==> src/rtl/instr_fetch_unit.sv <==
// Instruction fetch stage: owns the PC, drives the synchronous instruction ROM,
// and presents registered instructions to the control unit with valid/stall.
module instr_fetch_unit #(
  parameter int unsigned           PC_WIDTH    = 8,
  parameter logic [PC_WIDTH-1:0]   RESET_PC    = '0,
  parameter logic [3:0]            HALT_OPCODE = 4'hF
) (
  input  logic                clk,
  input  logic                rst,
  output logic [PC_WIDTH-1:0] imem_addr,
  input  logic [15:0]         imem_data,
  input  logic                stall,
  input  logic                branch_taken,
  input  logic [PC_WIDTH-1:0] branch_target,
  output logic [15:0]         instr,
  output logic [3:0]          opcode,
  output logic [3:0]          FnCode,
  output logic                instr_valid,
  output logic [PC_WIDTH-1:0] pc_out,
  output logic                halted,
  output logic [15:0]         instr_count
);

  typedef enum logic [1:0] {
    S_FILL,
    S_RUN,
    S_HALTED
  } state_e;

  state_e              state_q, state_d;
  logic [PC_WIDTH-1:0] pc_q, pc_d;
  logic [PC_WIDTH-1:0] pend_pc_q, pend_pc_d;
  logic [PC_WIDTH-1:0] pc_out_q, pc_out_d;
  logic [15:0]         instr_q, instr_d;
  logic                valid_q, valid_d;
  logic                halted_q, halted_d;
  logic [15:0]         count_q, count_d;

  logic accept;
  logic is_halt;
  logic take_branch;

  assign accept      = valid_q & ~stall;
  assign is_halt     = (instr_q[15:12] == HALT_OPCODE);
  assign take_branch = accept & branch_taken & ~is_halt;

  // Replaying pend_pc while stalled keeps the in-flight ROM word on imem_data.
  always_comb begin
    if (state_q == S_HALTED)      imem_addr = pc_q;
    else if (take_branch)         imem_addr = branch_target;
    else if (stall && valid_q)    imem_addr = pend_pc_q;
    else                          imem_addr = pc_q;
  end

  always_comb begin
    state_d   = state_q;
    pc_d      = pc_q;
    pend_pc_d = pend_pc_q;
    pc_out_d  = pc_out_q;
    instr_d   = instr_q;
    valid_d   = valid_q;
    halted_d  = halted_q;
    count_d   = accept ? count_q + 16'd1 : count_q;

    unique case (state_q)
      S_FILL: begin
        pend_pc_d = imem_addr;
        pc_d      = imem_addr + PC_WIDTH'(1);
        valid_d   = 1'b0;
        state_d   = S_RUN;
      end
      S_RUN: begin
        if (accept && is_halt) begin
          state_d  = S_HALTED;
          valid_d  = 1'b0;
          halted_d = 1'b1;
        end else if (valid_q && stall) begin
          // hold everything
        end else if (take_branch) begin
          valid_d   = 1'b0;
          pend_pc_d = imem_addr;
          pc_d      = imem_addr + PC_WIDTH'(1);
        end else begin
          instr_d   = imem_data;
          pc_out_d  = pend_pc_q;
          valid_d   = 1'b1;
          pend_pc_d = imem_addr;
          pc_d      = imem_addr + PC_WIDTH'(1);
        end
      end
      S_HALTED: begin
        valid_d = 1'b0;
      end
      default: state_d = S_FILL;
    endcase
  end

  always_ff @(posedge clk) begin
    if (rst) begin
      state_q   <= S_FILL;
      pc_q      <= RESET_PC;
      pend_pc_q <= RESET_PC;
      pc_out_q  <= RESET_PC;
      instr_q   <= '0;
      valid_q   <= 1'b0;
      halted_q  <= 1'b0;
      count_q   <= '0;
    end else begin
      state_q   <= state_d;
      pc_q      <= pc_d;
      pend_pc_q <= pend_pc_d;
      pc_out_q  <= pc_out_d;
      instr_q   <= instr_d;
      valid_q   <= valid_d;
      halted_q  <= halted_d;
      count_q   <= count_d;
    end
  end

  assign instr       = instr_q;
  assign opcode      = instr_q[15:12];
  assign FnCode      = instr_q[3:0];
  assign instr_valid = valid_q;
  assign pc_out      = pc_out_q;
  assign halted      = halted_q;
  assign instr_count = count_q;

endmodule

==> config.mk <==
export PLATFORM = sky130hd
export DESIGN_NAME = instr_fetch_unit
export DESIGN_NICKNAME = d
export VERILOG_FILES = /design/src/rtl/instr_fetch_unit.sv
export SDC_FILE = /design/constraint.sdc
export NUM_CORES = 1
export LEC_CHECK = 0
export CAP_MARGIN = 20
export CORE_MARGIN = 3
export CORE_UTILIZATION = 45
export DETAILED_ROUTE_END_ITERATION = 8
export PLACE_DENSITY = 0.89
export SYNTH_ARGS = -nofsm -noshare
export SYNTH_HDL_FRONTEND = slang
export SYNTH_SLANG_ARGS = --single-unit
==> constraint.sdc <==
create_clock -name clk -period 2.4 [get_ports clk]
set_input_delay 0.48 -clock clk [delete_from_list [all_inputs] [get_ports clk]]
set_output_delay 0.48 -clock clk [all_outputs]
set_load 0.005 [all_outputs]
-- Yosys cells after proc, flatten, opt, wreduce, memory -nomap -nowiden
Index checks and enable logic that the tools add are counted.
- bitwise gates (word level): 9
- mux-type cells: 15
- eq/ne operators: 7
- reduce and logical (&&, ||, !) cells: 11
- add/sub/neg operators: 2
- operator list (operator ; number):
    2-to-1 mux 8 bit ; 7
    one-hot mux 8 bit (2 select lines) ; 2
    adder 16 x 1 -> 16 bit (second input constant) ; 1
    adder 8 x 1 -> 8 bit (second input constant) ; 1
    != test 2 bit (second input constant) ; 3
    NOT 1 bit ; 6
    one-hot mux 2 bit (3 select lines) ; 1
    AND reduction 2 bit ; 3
    equality test 4 bit (second input constant) ; 1
    AND reduction 4 bit ; 1
    nonzero test 2 bit ; 2
    bitwise AND 1 bit ; 3
    2-to-1 mux 1 bit ; 3
    != test 3 bit (second input constant) ; 1
    AND reduction 3 bit ; 1
    equality test 2 x 1 -> 1 bit (second input constant) ; 1
    equality test 2 bit (second input constant) ; 1
    logical AND 1 bit ; 2
    zero test 2 bit ; 1
    2-to-1 mux 2 bit ; 1
    one-hot mux 1 bit (2 select lines) ; 1
    OR reduction 2 bit ; 1
- input port bits: 28
- output and inout bits: 58
- logic and storage cells: 52
- register bits after elaboration: 60

-- Logic depth before layout (Yosys ltp)
Gate-level depths: netlist (run 1).
- depth after elaboration: 10
- gate-level depth with buffers: 9
- mapped depth without buffers: 9

-- Worst setup path before layout (run 1)
No wires, ideal clock.
- path kind: input to register
- start: input port stall
- end: register pc_q[7]
- path slack: 0.389 ns
- buffers on the path: 2
- stages on the path: 9
- data required time: 2.333 ns
- arrival time: 1.944 ns
- path through: buf_4 nor2b_4 buf_6 and4_4 a22oi_1 a22oi_4 nand4_2 mux2_4 o21ai_2
- word-level cells in the longest chain between the ends: 10
- elaborated cells on any way between the ends: 16
- ends and longest elaborated chain (element ; line ; text):
    start: declaration ; 12 ; input logic stall,
    NOT 1 bit ; 43 ; assign accept = valid_q & ~stall;
    bitwise AND 1 bit ; 43 ;
    bitwise AND 1 bit (2 in a row) ; 45 ; assign take_branch = accept & branch_taken & ~is_halt;
    2-to-1 mux 8 bit ; 50 ; else if (take_branch) imem_addr = branch_target;
    2-to-1 mux 8 bit ; 49 ; if (state_q == S_HALTED) imem_addr = pc_q;
    adder 8 x 1 -> 8 bit ; 68, 82, 88 ;
    2-to-1 mux 8 bit ; 77 ; end else if (valid_q && stall) begin
    2-to-1 mux 8 bit ; 73 ; if (accept && is_halt) begin
    one-hot mux 8 bit (2 select lines) ; 65 ; unique case (state_q)
    end signal: assignment ; 110 ; pc_q <= pc_d;
    end: declaration ; 31 ; logic [PC_WIDTH-1:0] pc_q, pc_d;
Parallel ways exist; a longest one is shown, timed or not. The select of a mux whose other input is x is not followed.
A chain may end at the register's enable or synchronous reset.

-- Worst setup path after layout (run 1)
- start: register instr_q[14] (netlist: instr[14])
- end: output port imem_addr[6]
- word-level cells in the longest chain between the ends: 5
- ends and longest elaborated chain (element ; line ; text):
    start: declaration ; 34 ; logic [15:0] instr_q, instr_d;
    start signal: assignment ; 113 ; instr_q <= instr_d;
    equality test 4 bit ; 44 ; assign is_halt = (instr_q[15:12] == HALT_OPCODE);
    NOT 1 bit ; 45 ;
    bitwise AND 1 bit ; 45 ;
    2-to-1 mux 8 bit ; 50 ;
    2-to-1 mux 8 bit ; 49 ;
    end: declaration ; 10 ; output logic [PC_WIDTH-1:0] imem_addr,
No other way between the ends.

==> reports/metrics.csv, run 1 <==
stage,metric,value,unit
placement,DP HPWL,5.23,mm
setup_path,Crit path arrival time,1.85,ns
synthesis,leading area contributor after synthesis,dfxtp_1,
setup_path,required time worst endpoint,1.92,ns
timing,relative slew slack,61.0,%
synthesis,ys async rst share,0,%
grt,largest net degree at the start of global routing,61,
grt,first-pass GRT wire length,12.6,mm
floorplan,die span in y,83.8,µm
synthesis,Cells after Synth,302,
detailed_routing,wire per inst,15.3,µm
power,VDD IR max,0.369,mV
timing,worst setup margin,0.0661,ns
synthesis,"Top FF cell, synth",dfxtp_1,
synthesis,Post-Syn Area,2720,µm²
clock_tree,H-Tree Depth,3,
cells_and_area,layout cell share with drive strength beyond 1,24.6,%
floorplan,Core Region,5680,µm²
clock_tree,clk buf depth,2,
placement,Placed Area,3810,µm²
cells_and_area,"Design Area, Final",4170,µm²
setup_path,CP Launch Type,flip-flop,
grt,GR Overflow Total,0,
placement,Setup Slack @ Placement,-0.477,ns
power,power per cell area,583,nW/µm²
floorplan,FP Rows,27,
detailed_routing,post-DR vias/cell,5.19,
synthesis,Unique masters post-synth,48,
cells_and_area,post-route insts no fill,499,
timing,final setup fails,0,
synthesis,post-synth net total,331,
timing,Worst-Margin Slew,0.585,ns
timing,RSZ-0062 raised after global routing,yes,
clock_tree,CTS Buf Count,9,
clock_tree,TritonCTS clock tree,yes,
timing,final hold viol count,0,
setup_path,crit-path max FO,6,
setup_path,Setup crit end kind,output port,
floorplan,Ports,86,
placement,dpl cells,473,
power,Leakage Power,1.77,nW
detailed_routing,post-route ant nets,0,
cells_and_area,final net count,451,
grt,vias in the first global route,2685,
setup_path,Reg2Reg Setup Slack,0.20,ns
grt,GRT Util Overall,22.2,%
floorplan,die area,7020,µm²
setup_path,critical path type,flip-flop to output port,
synthesis,Post-synth EDFFs,0,
power,overall power,0.00243,W
cells_and_area,Layout area overhead,53.2,%
outcome,status,"finished, final reports clean",
detailed_routing,drt pass-1 iters,4,
synthesis,post-synth top area share,44.1,%
clock_tree,"Clk Latency, worst-skew pair",0.34,ns
floorplan,Initial Utilization,47.9,%
synthesis,sequential area share after synthesis,44.1,%
floorplan,Die W,83.8,µm
placement,I/O Buffers,85,
timing,fmax,428,MHz
clock_tree,CTS Root Cell,clkbuf_8,
detailed_routing,initial DRC count,173,
clock_tree,clock sink count,60,
detailed_routing,DRC errors left,0,
timing,Max Slew Vio Count,0,
timing,Final Skew,0.00658,ns
timing,final critical-path required period,2.33,ns
grt,initial antenna violation count,0,
synthesis,synth top area cells,"dfxtp_1 (44%), mux2i_1 (8.8%), nor2_1 (8.0%)",
placement,routability cong.,0.821,
synthesis,Seq cells post-synth,60,
flow_run,max-cap violation count,0,
clock_tree,register clock-pin slew on the reported worst setup and hold paths,0.07,ns
min_path,Hold/Removal Path Class,flip-flop to flip-flop,
timing,setup TNS,0,ns
synthesis,Syn Area/Cell,9.01,µm²
synthesis,Syn. warnings,0,
cells_and_area,antenna cells,0,
detailed_routing,via count,2590,
cells_and_area,Fill cells,406,
detailed_routing,drt total wl,7.65,mm
timing,Final period util,97.2,%
cells in the mapped netlist, drive strengths merged, types with 2 or more instances:
cell / n
nor3b: 3
nor2b: 4
o211ai: 2
buf: 16
nand4: 5
a21oi: 14
and4: 3
nor3: 7
nand2: 19
a22oi: 8
o21ai: 9
dfxtp: 60
mux2i: 24
and2b: 2
inv: 7
nand3: 9
or3: 2
nand2b: 4
nor2: 58
a211oi: 6
clkbuf: 8
and3: 5
xor2: 9
xnor2: 7
registers in the layout, indices dropped and copies added, names as in the netlist:
signal and cells:
instr 16, halted 1, pc_q 8, instr_valid 1
pc_out 8, state_q 2, pend_pc_q 8, instr_count 16
cell families after synthesis:
logic type	synth area share (%)
simple gates	22.5
flops	44.1
compound gates	12.1
buf+inv	6.25
mux	9.38
xor+xnor	5.15
fa+ha+maj	0.460
report_power, final:
| part | switching (W) | total (W) | internal, W | leakage [nW] |
|---|---|---|---|---|
| Sequential | 0.0000321 | 0.00107 | 0.00104 | 0.490 |
| Combinational | 0.000179 | 0.000416 | 0.000238 | 1.18 |
| Clock | 0.000446 | 0.000942 | 0.000495 | 0.101 |
worst max-delay path: stages (launching register included):
cell and delay (ns):
dfxtp_2 0.32, nand4_1 0.16, buf_4 0.15, a21oi_4 0.07
or2_2 0.32, a21oi_2 0.16, inv_1 0.06, dlygate4sd2_1 0.26
layout make-up:
type / count / area, µm² / area share (%)
Multi-Input combinational cell: 211 / 1430 / 34.3
Timing Repair Buffer: 133 / 1210 / 29.0
Sequential cell: 60 / 1210 / 29.0
Clock buffer: 9 / 124 / 2.97
Tap cell: 72 / 90.1 / 2.16
Clock inverter: 7 / 81.3 / 1.95
Inverter: 7 / 26.3 / 0.630
placed cells by master, fill, tap and decap left out, types with 5 or more instances in the layout:
cell,count
clkdlybuf4s50_1,74
mux2i_1,24
inv_1,7
nor3_1,7
a211oi_1,5
nor2_1,57
buf_4,45
dfxtp_1,55
a21oi_1,11
a22oi_2,5
nand3_1,9
dlygate4sd2_1,6
clkbuf_8,9
xnor2_1,7
dfxtp_2,5
xor2_1,9
nand2_1,17
worst paths after layout:
check | start | end | cells after the start
worst max-delay path | instr[14] | imem_addr[6] | 7
worst min register to register | pc_q[2] | pc_q[2] | 2
worst min-delay path | pc_q[2] | pc_q[2] | 2
worst max register to register | instr[15] | pc_q[4] | 11
metal layers:
metal | vias to the layer above | wire length (µm) | global-route usage, %
met1 | 1224 | 3120 | 25.2
met2 | 83 | 3980 | 38.9
met3 | 14 | 369 | 5.03
met4 | 0 | 180 | 11.0
met5 | - | 0 | 0
li1 | 1269 | - | -
timing repair:
item,CTS,global route
setup buffers,6,4
setup endpoints to repair,8,4
gates cloned,0,0
pin swaps,6,5
hold buffers,0,0
resized for setup,38,9
stage by stage:
step	hold slack (ns)	util, %
2_1_floorplan	0.428	-
6_report	0.469	73.5
3_5_place_dp	0.449	67.2
3_3_place_gp	0.439	67.2
4_1_cts	0.462	72.9
5_1_grt	0.493	73.5
No activity file was read; power rests on OpenSTA's default activity.
==> inputs of run 2 (changes only) <==
--- a/config.mk
+++ b/config.mk
@@ -9,5 +9,5 @@
 export CORE_MARGIN = 3
-export CORE_UTILIZATION = 45
+export CORE_UTILIZATION = 44
 export DETAILED_ROUTE_END_ITERATION = 8
-export PLACE_DENSITY = 0.89
+export PLACE_DENSITY = 0.87
 export SYNTH_ARGS = -nofsm -noshare
--- a/constraint.sdc
+++ b/constraint.sdc
@@ -3,2 +3,2 @@
 set_output_delay 0.48 -clock clk [all_outputs]
-set_load 0.005 [all_outputs]
+set_load 0.05 [all_outputs]
==> run 2 against run 1 <==
  * Clock-buffer cell count up 2
  * Clock skew up 0.0025 ns
  * Flip-flop and latch count unchanged
  * Power up 2.6%
  * Largest power group unchanged
==> reports/metrics.csv, run 2 (synthesis results as in run 1) <==
stage,metric,value,unit,change
detailed_routing,DRC errors left,0,,unchanged
clock_tree,CTS Root Cell,clkbuf_8,,
floorplan,Initial Utilization,45.7,%,-2.3 points
cells_and_area,final net count,429,,-4.9%
timing,Final Skew,0.00911,ns,+0.00253 ns
cells_and_area,post-route insts no fill,480,,-3.8%
placement,DP HPWL,5.28,mm,+0.91%
clock_tree,clk buf depth,2,,unchanged
setup_path,FF-to-FF Start,instr[15],,
grt,first-pass GRT wire length,11.6,mm,-7.7%
setup_path,CP peak stage delay,0.42,ns,+0.10 ns
floorplan,Die W,84.6,µm,+1.1%
detailed_routing,drt pass-1 iters,4,,unchanged
setup_path,critical path type,flip-flop to output port,,
setup_path,CP max stage cell,dfxtp_1,,
timing,relative slew slack,63.6,%,+2.6 points
cells_and_area,antenna cells,0,,unchanged
grt,vias in the first global route,2447,,-8.9%
power,power per cell area,622,nW/µm²,+6.8%
setup_path,"Cell Chain, Critical Path",nand4_1 -> and4_4 -> a22o_1 -> nor2_2 -> buf_12,,
clock_tree,CTS Buf Count,9,,unchanged
clock_tree,register clock-pin slew on the reported worst setup and hold paths,0.07,ns,about the same
floorplan,die area,7160,µm²,+2.1%
clock_tree,H-Tree Depth,3,,unchanged
timing,final hold slack,0.455,ns,-0.0146 ns
floorplan,Ports,86,,unchanged
clock_tree,clock sink count,60,,unchanged
cells_and_area,"most common cell after layout, fill and taps aside",clkdlybuf4s50_1,,
placement,routability cong.,0.851,,+3.7%
detailed_routing,drt total wl,7.11,mm,-7.1%
placement,dpl cells,464,,-1.9%
min_path,worst min-delay path startpoint,halted,,
cells_and_area,most frequent cells in the layout,"clkdlybuf4s50_1 (74), nor2_1 (57), dfxtp_1 (55)",,
floorplan,die span in y,84.6,µm,+1.1%
clock_tree,TritonCTS clock tree,yes,,
timing,final hold viol count,0,,unchanged
grt,GR Overflow Total,0,,unchanged
grt,GRT Util Overall,20.1,%,-2.1 points
setup_path,crit-path max FO,5,,-1
timing,final critical-path required period,2.32,ns,-0.0143 ns
outcome,status,"finished, final reports clean",,
detailed_routing,initial DRC count,89,,-49%
floorplan,FP Rows,28,,+3.7%
cells_and_area,Fill cells,498,,+23%
detailed_routing,wire per inst,14.8,µm,-3.5%
timing,Worst-Margin Slew,0.544,ns,-0.0406 ns
detailed_routing,post-DR vias/cell,5.22,,+0.55%
timing,final setup fails,0,,unchanged
timing,fmax,431,MHz,+0.62%
cells_and_area,Layout area overhead,47.2,%,
grt,initial antenna violation count,0,,unchanged
setup_path,Setup crit end kind,output port,,
cells_and_area,post-layout util,67.3,%,-6.2 points
clock_tree,CTS Hold Bufs,0,,unchanged
timing,Final period util,96.7,%,-0.59 points
grt,largest net degree at the start of global routing,31,,-49%
flow_run,max-cap violation count,0,,unchanged
min_path,Hold/Removal Path Class,flip-flop to flip-flop,,
detailed_routing,via count,2505,,-3.3%
setup_path,required time worst endpoint,1.92,ns,about the same
floorplan,Core Region,5960,µm²,+4.9%
power,VDD IR max,0.347,mV,-5.8%
setup_path,Crit path arrival time,1.84,ns,about the same
setup_path,worst setup path startpoint,instr[15],,
cells_and_area,layout cell share with drive strength beyond 1,20.2,%,-4.3 points
clock_tree,"Clk Latency, worst-skew pair",0.33,ns,about the same
clock_tree,post-CTS setup repair buffer count,0,,-6
timing,Max Slew Vio Count,0,,unchanged
power,Leakage Power,1.66,nW,-6.3%
placement,I/O Buffers,85,,unchanged
setup_path,CP Launch Type,flip-flop,,
detailed_routing,post-route ant nets,0,,unchanged
==> run 2: cell types whose count changed in the layout (fill, tap and decap cells not counted), sizes merged <==
cell and delta:
buf -14, clkinv +2, clkdlybuf4s15 -2, dlygate4sd2 -4
inv -4
==> run 2: worst paths after layout <==
| kind | slack [ns] | cells past startpoint | endpoint |
|---|---|---|---|
| min reg2reg | 0.45 | 2 | halted |
| max | 0.08 | 5 | imem_addr[4] |
| min | 0.45 | 2 | halted |
| max reg2reg | 0.38 | 7 | pc_q[7] |
==> run 2: where the power goes <==
group          switching [W]  internal, W  total (W)  leakage, nW
Clock               0.000391     0.000475   0.000866       0.0931
Sequential         0.0000348      0.00104    0.00108        0.490
Combinational       0.000315     0.000236   0.000551         1.07
==> run 2: metrics by stage <==
| stage | power, W | cell area [µm²] | setup slack, ns | TNS [ns] |
|---|---|---|---|---|
| 3_5_place_dp | 0.00164 | 3770 | -0.189 | -1.77 |
| 2_1_floorplan | 0.00142 | 2720 | 0.0108 | 0 |
| 6_report | 0.00249 | 4010 | 0.0804 | 0 |
| 4_1_cts | 0.00251 | 3970 | 0.0206 | 0 |
| 5_1_grt | 0.00260 | 4010 | -0.0373 | -0.0762 |
| 3_3_place_gp | 0.00163 | 3770 | -0.135 | -1.11 |
==> run 2: layout make-up <==
class	instances	area, µm²	area share [%]
Tap cell	75	93.8	2.34
Sequential cell	60	1210	30.1
Multi-Input combinational cell	211	1400	35.0
Clock buffer	11	131	3.28
Timing Repair Buffer	111	1090	27.3
Clock inverter	5	52.6	1.31
Inverter	7	26.3	0.656
==> run 2: layer usage <==
| metal | up-vias | share of wire [%] | global-route usage (%) | routed length [µm] |
|---|---|---|---|---|
| met2 | 83 | 52 | 34.0 | 3660 |
| li1 | 1223 | - | - | - |
| met3 | 14 | 5.7 | 5.59 | 405 |
| met5 | - | 0 | 0 | 0 |
| met1 | 1185 | 41 | 23.9 | 2880 |
| met4 | 0 | 2.2 | 8.35 | 156 |
==> run 2: repair_timing <==
| action | 4_1_cts | 5_1_grt |
|---|---|---|
| pin swaps | 0 | 3 |
| cloned | 0 | 0 |
| setup endpoints to repair | 8 | 7 |
| resized for setup | 5 | 15 |
==> run 2: critical path, delay by kind of cell, from the launching register on <==
family / cells / cell delay [ns]
buffers and inverters: 1 / 0.16
AND/OR/NAND/NOR: 3 / 0.71
flip-flops: 1 / 0.42
AO/OA/AOI/OAI: 1 / 0.21
==> inputs of run 3 (changes only) <==
Settings changed: GPL_TIMING_DRIVEN set to 0.
==> run 3 against run 2 <==
  * Setup slack better by 0.0067 ns
  * Fmax grew 0.29%
  * Clock-buffer cell count grew 2
  * Die area stayed put
  * First-iteration DRC count rose by 100%
  * Combinational power shrank 7.1%
  * Utilization shrank 2.0 points
  * Worst hold slack got worse by 0.0011 ns
  * Critical path type unchanged
  * Largest cell class unchanged
  * Largest power group unchanged
==> reports/metrics.csv, run 3 (synthesis results as in run 1) <==
stage,metric,value,unit,change
outcome,status,"finished, final reports clean",,
timing,final critical-path required period,2.31,ns,-0.00670 ns
grt,initial antenna violation count,0,,unchanged
setup_path,required time worst endpoint,1.92,ns,about the same
setup_path,critical path type,flip-flop to output port,,
floorplan,die span in y,84.6,µm,unchanged
clock_tree,post-CTS setup repair buffer count,0,,unchanged
setup_path,CP Launch Type,flip-flop,,
detailed_routing,drt pass-1 iters,4,,unchanged
floorplan,die area,7160,µm²,unchanged
timing,final setup fails,0,,unchanged
timing,relative slew slack,63.5,%,-0.12 points
cells_and_area,Layout area overhead,42.8,%,
timing,Final Skew,0.00518,ns,-0.00393 ns
detailed_routing,post-route ant nets,0,,unchanged
clock_tree,CTS Hold Bufs,0,,unchanged
clock_tree,clk buf depth,2,,unchanged
cells_and_area,final net count,425,,-0.93%
timing,RSZ-0062 raised after global routing,no,,
setup_path,worst setup path startpoint,instr[15],,
clock_tree,register clock-pin slew on the reported worst setup and hold paths,0.06,ns,about the same
cells_and_area,post-layout util,65.2,%,-2.0 points
detailed_routing,initial DRC count,182,,+100%
floorplan,Initial Utilization,45.7,%,unchanged
power,VDD IR max,0.323,mV,-7.0%
timing,Worst-Margin Slew,0.548,ns,+0.00356 ns
placement,Setup Slack @ Placement,-0.796,ns,-0.607 ns
timing,fmax,432,MHz,+0.29%
power,overall power,0.00238,W,-4.6%
setup_path,"Cell Chain, Critical Path",and4_1 -> nor3b_2 -> a22oi_1 -> a2bb2oi_4 -> inv_1 -> clkbuf_4,,
placement,routability cong.,0.811,,-4.7%
clock_tree,H-Tree Depth,3,,unchanged
clock_tree,CTS Buf Count,9,,unchanged
clock_tree,CTS Root Cell,clkbuf_8,,
flow_run,max-cap violation count,0,,unchanged
detailed_routing,DRC errors left,0,,unchanged
grt,vias in the first global route,2518,,+2.9%
placement,DP HPWL,5.29,mm,+0.23%
cells_and_area,layout cell share with drive strength beyond 1,17.8,%,-2.5 points
power,Leakage Power,1.59,nW,-4.3%
grt,GR Overflow Total,0,,unchanged
clock_tree,TritonCTS clock tree,yes,,
cells_and_area,antenna cells,0,,unchanged
setup_path,FF-to-FF Start,instr[15],,
timing,final hold viol count,0,,unchanged
setup_path,crit-path max FO,5,,unchanged
floorplan,Die W,84.6,µm,unchanged
clock_tree,clock sink count,60,,unchanged
timing,final hold slack,0.454,ns,-0.00108 ns
setup_path,crit path buf inv count,2,,+1
detailed_routing,via count,2496,,-0.36%
detailed_routing,post-DR vias/cell,5.25,,+0.69%
cells_and_area,register area,1210,µm²,+0.21%
timing,Final period util,96.4,%,-0.28 points
clock_tree,"Clk Latency, worst-skew pair",0.33,ns,about the same
grt,first-pass GRT wire length,12.2,mm,+5.1%
setup_path,CP max stage cell,dfxtp_2,,
timing,setup TNS,0,ns,unchanged
cells_and_area,Multi-input gate area,1430,µm²,+2.0%
setup_path,CP peak stage delay,0.38,ns,-0.04 ns
cells_and_area,"most common cell after layout, fill and taps aside",clkdlybuf4s50_1,,
power,power per cell area,613,nW/µm²,-1.6%
timing,worst setup margin,0.0871,ns,+0.00670 ns
grt,largest net degree at the start of global routing,11,,-65%
detailed_routing,wire per inst,15.3,µm,+3.7%
floorplan,Core Region,5960,µm²,unchanged
placement,I/O Buffers,83,,-2.4%
cells_and_area,Fill cells,502,,+0.80%
grt,GRT Util Overall,21.1,%,+1.0 points
timing,Max Slew Vio Count,0,,unchanged
min_path,Hold/Removal Path Class,flip-flop to flip-flop,,
floorplan,FP Rows,28,,unchanged
detailed_routing,drt total wl,7.29,mm,+2.6%
floorplan,Ports,86,,unchanged
cells_and_area,most frequent cells in the layout,"clkdlybuf4s50_1 (74), nor2_1 (57), dfxtp_1 (53)",,
setup_path,Crit path arrival time,1.83,ns,about the same
setup_path,Crit path max-delay family,compound AO/OA/AOI/OAI gates,,
setup_path,Setup crit end kind,output port,,
min_path,worst min-delay path startpoint,halted,,
-- run 3: cell count changes in the layout (fill, tap and decap cells not counted), sizes merged --
cell / before / now
clkinv: 3 / 2
buf: 35 / 22
clkbuf: 11 / 23
bufinv: 1 / 0
dlygate4sd2: 2 / 1
clkinvlp: 1 / 0
-- run 3: tightest hold or removal path: stages, from the launching register on --
cell and delay (ns):
dfxtp_1 0.31, inv_1 0.05, a21oi_1 0.05
-- run 3: area by class of cell --
class | instances | share of cell area, %
Multi-Input combinational cell | 211 | 36.8
Sequential cell | 60 | 31.1
Timing Repair Buffer | 83 | 20.9
Clock buffer | 13 | 4.09
Buffer | 24 | 3.70
Tap cell | 75 | 2.42
Inverter | 7 | 0.676
Clock inverter | 2 | 0.258
-- run 3: repair_timing --
action                     CTS  global route
gates resized for setup     64            13
setup endpoints to repair    8             8
pin swaps                    1             2
-- run 3: routing by layer --
layer | wire length [µm] | track usage, %
met1 | 3080 | 26.7
met2 | 3780 | 35.2
met3 | 315 | 3.04
met4 | 115 | 10.4
met5 | 0 | 0
-- run 3: power by group --
| part | internal, W | leakage [nW] | total (W) | switching, W |
|---|---|---|---|---|
| Sequential | 0.00104 | 0.491 | 0.00108 | 0.0000346 |
| Combinational | 0.000199 | 1.01 | 0.000512 | 0.000313 |
| Clock | 0.000423 | 0.0893 | 0.000791 | 0.000369 |
| Total | 0.00166 | 1.59 | 0.00238 | 0.000716 |
-- run 3: path summary, 6_finish.rpt --
check / slack [ns] / depth (start not counted) / to
hold reg to reg: 0.45 / 2 / halted
hold / removal: 0.45 / 2 / halted
setup reg to reg: 0.37 / 7 / pc_q[7]
setup / recovery: 0.09 / 6 / imem_addr[7]
-- run 3: metrics by stage --
stage,instances,cell area [µm²]
6_report,475,3880
5_1_grt,475,3880
4_1_cts,475,3850
3_5_place_dp,460,3650
3_3_place_gp,460,3650
2_1_floorplan,302,2720
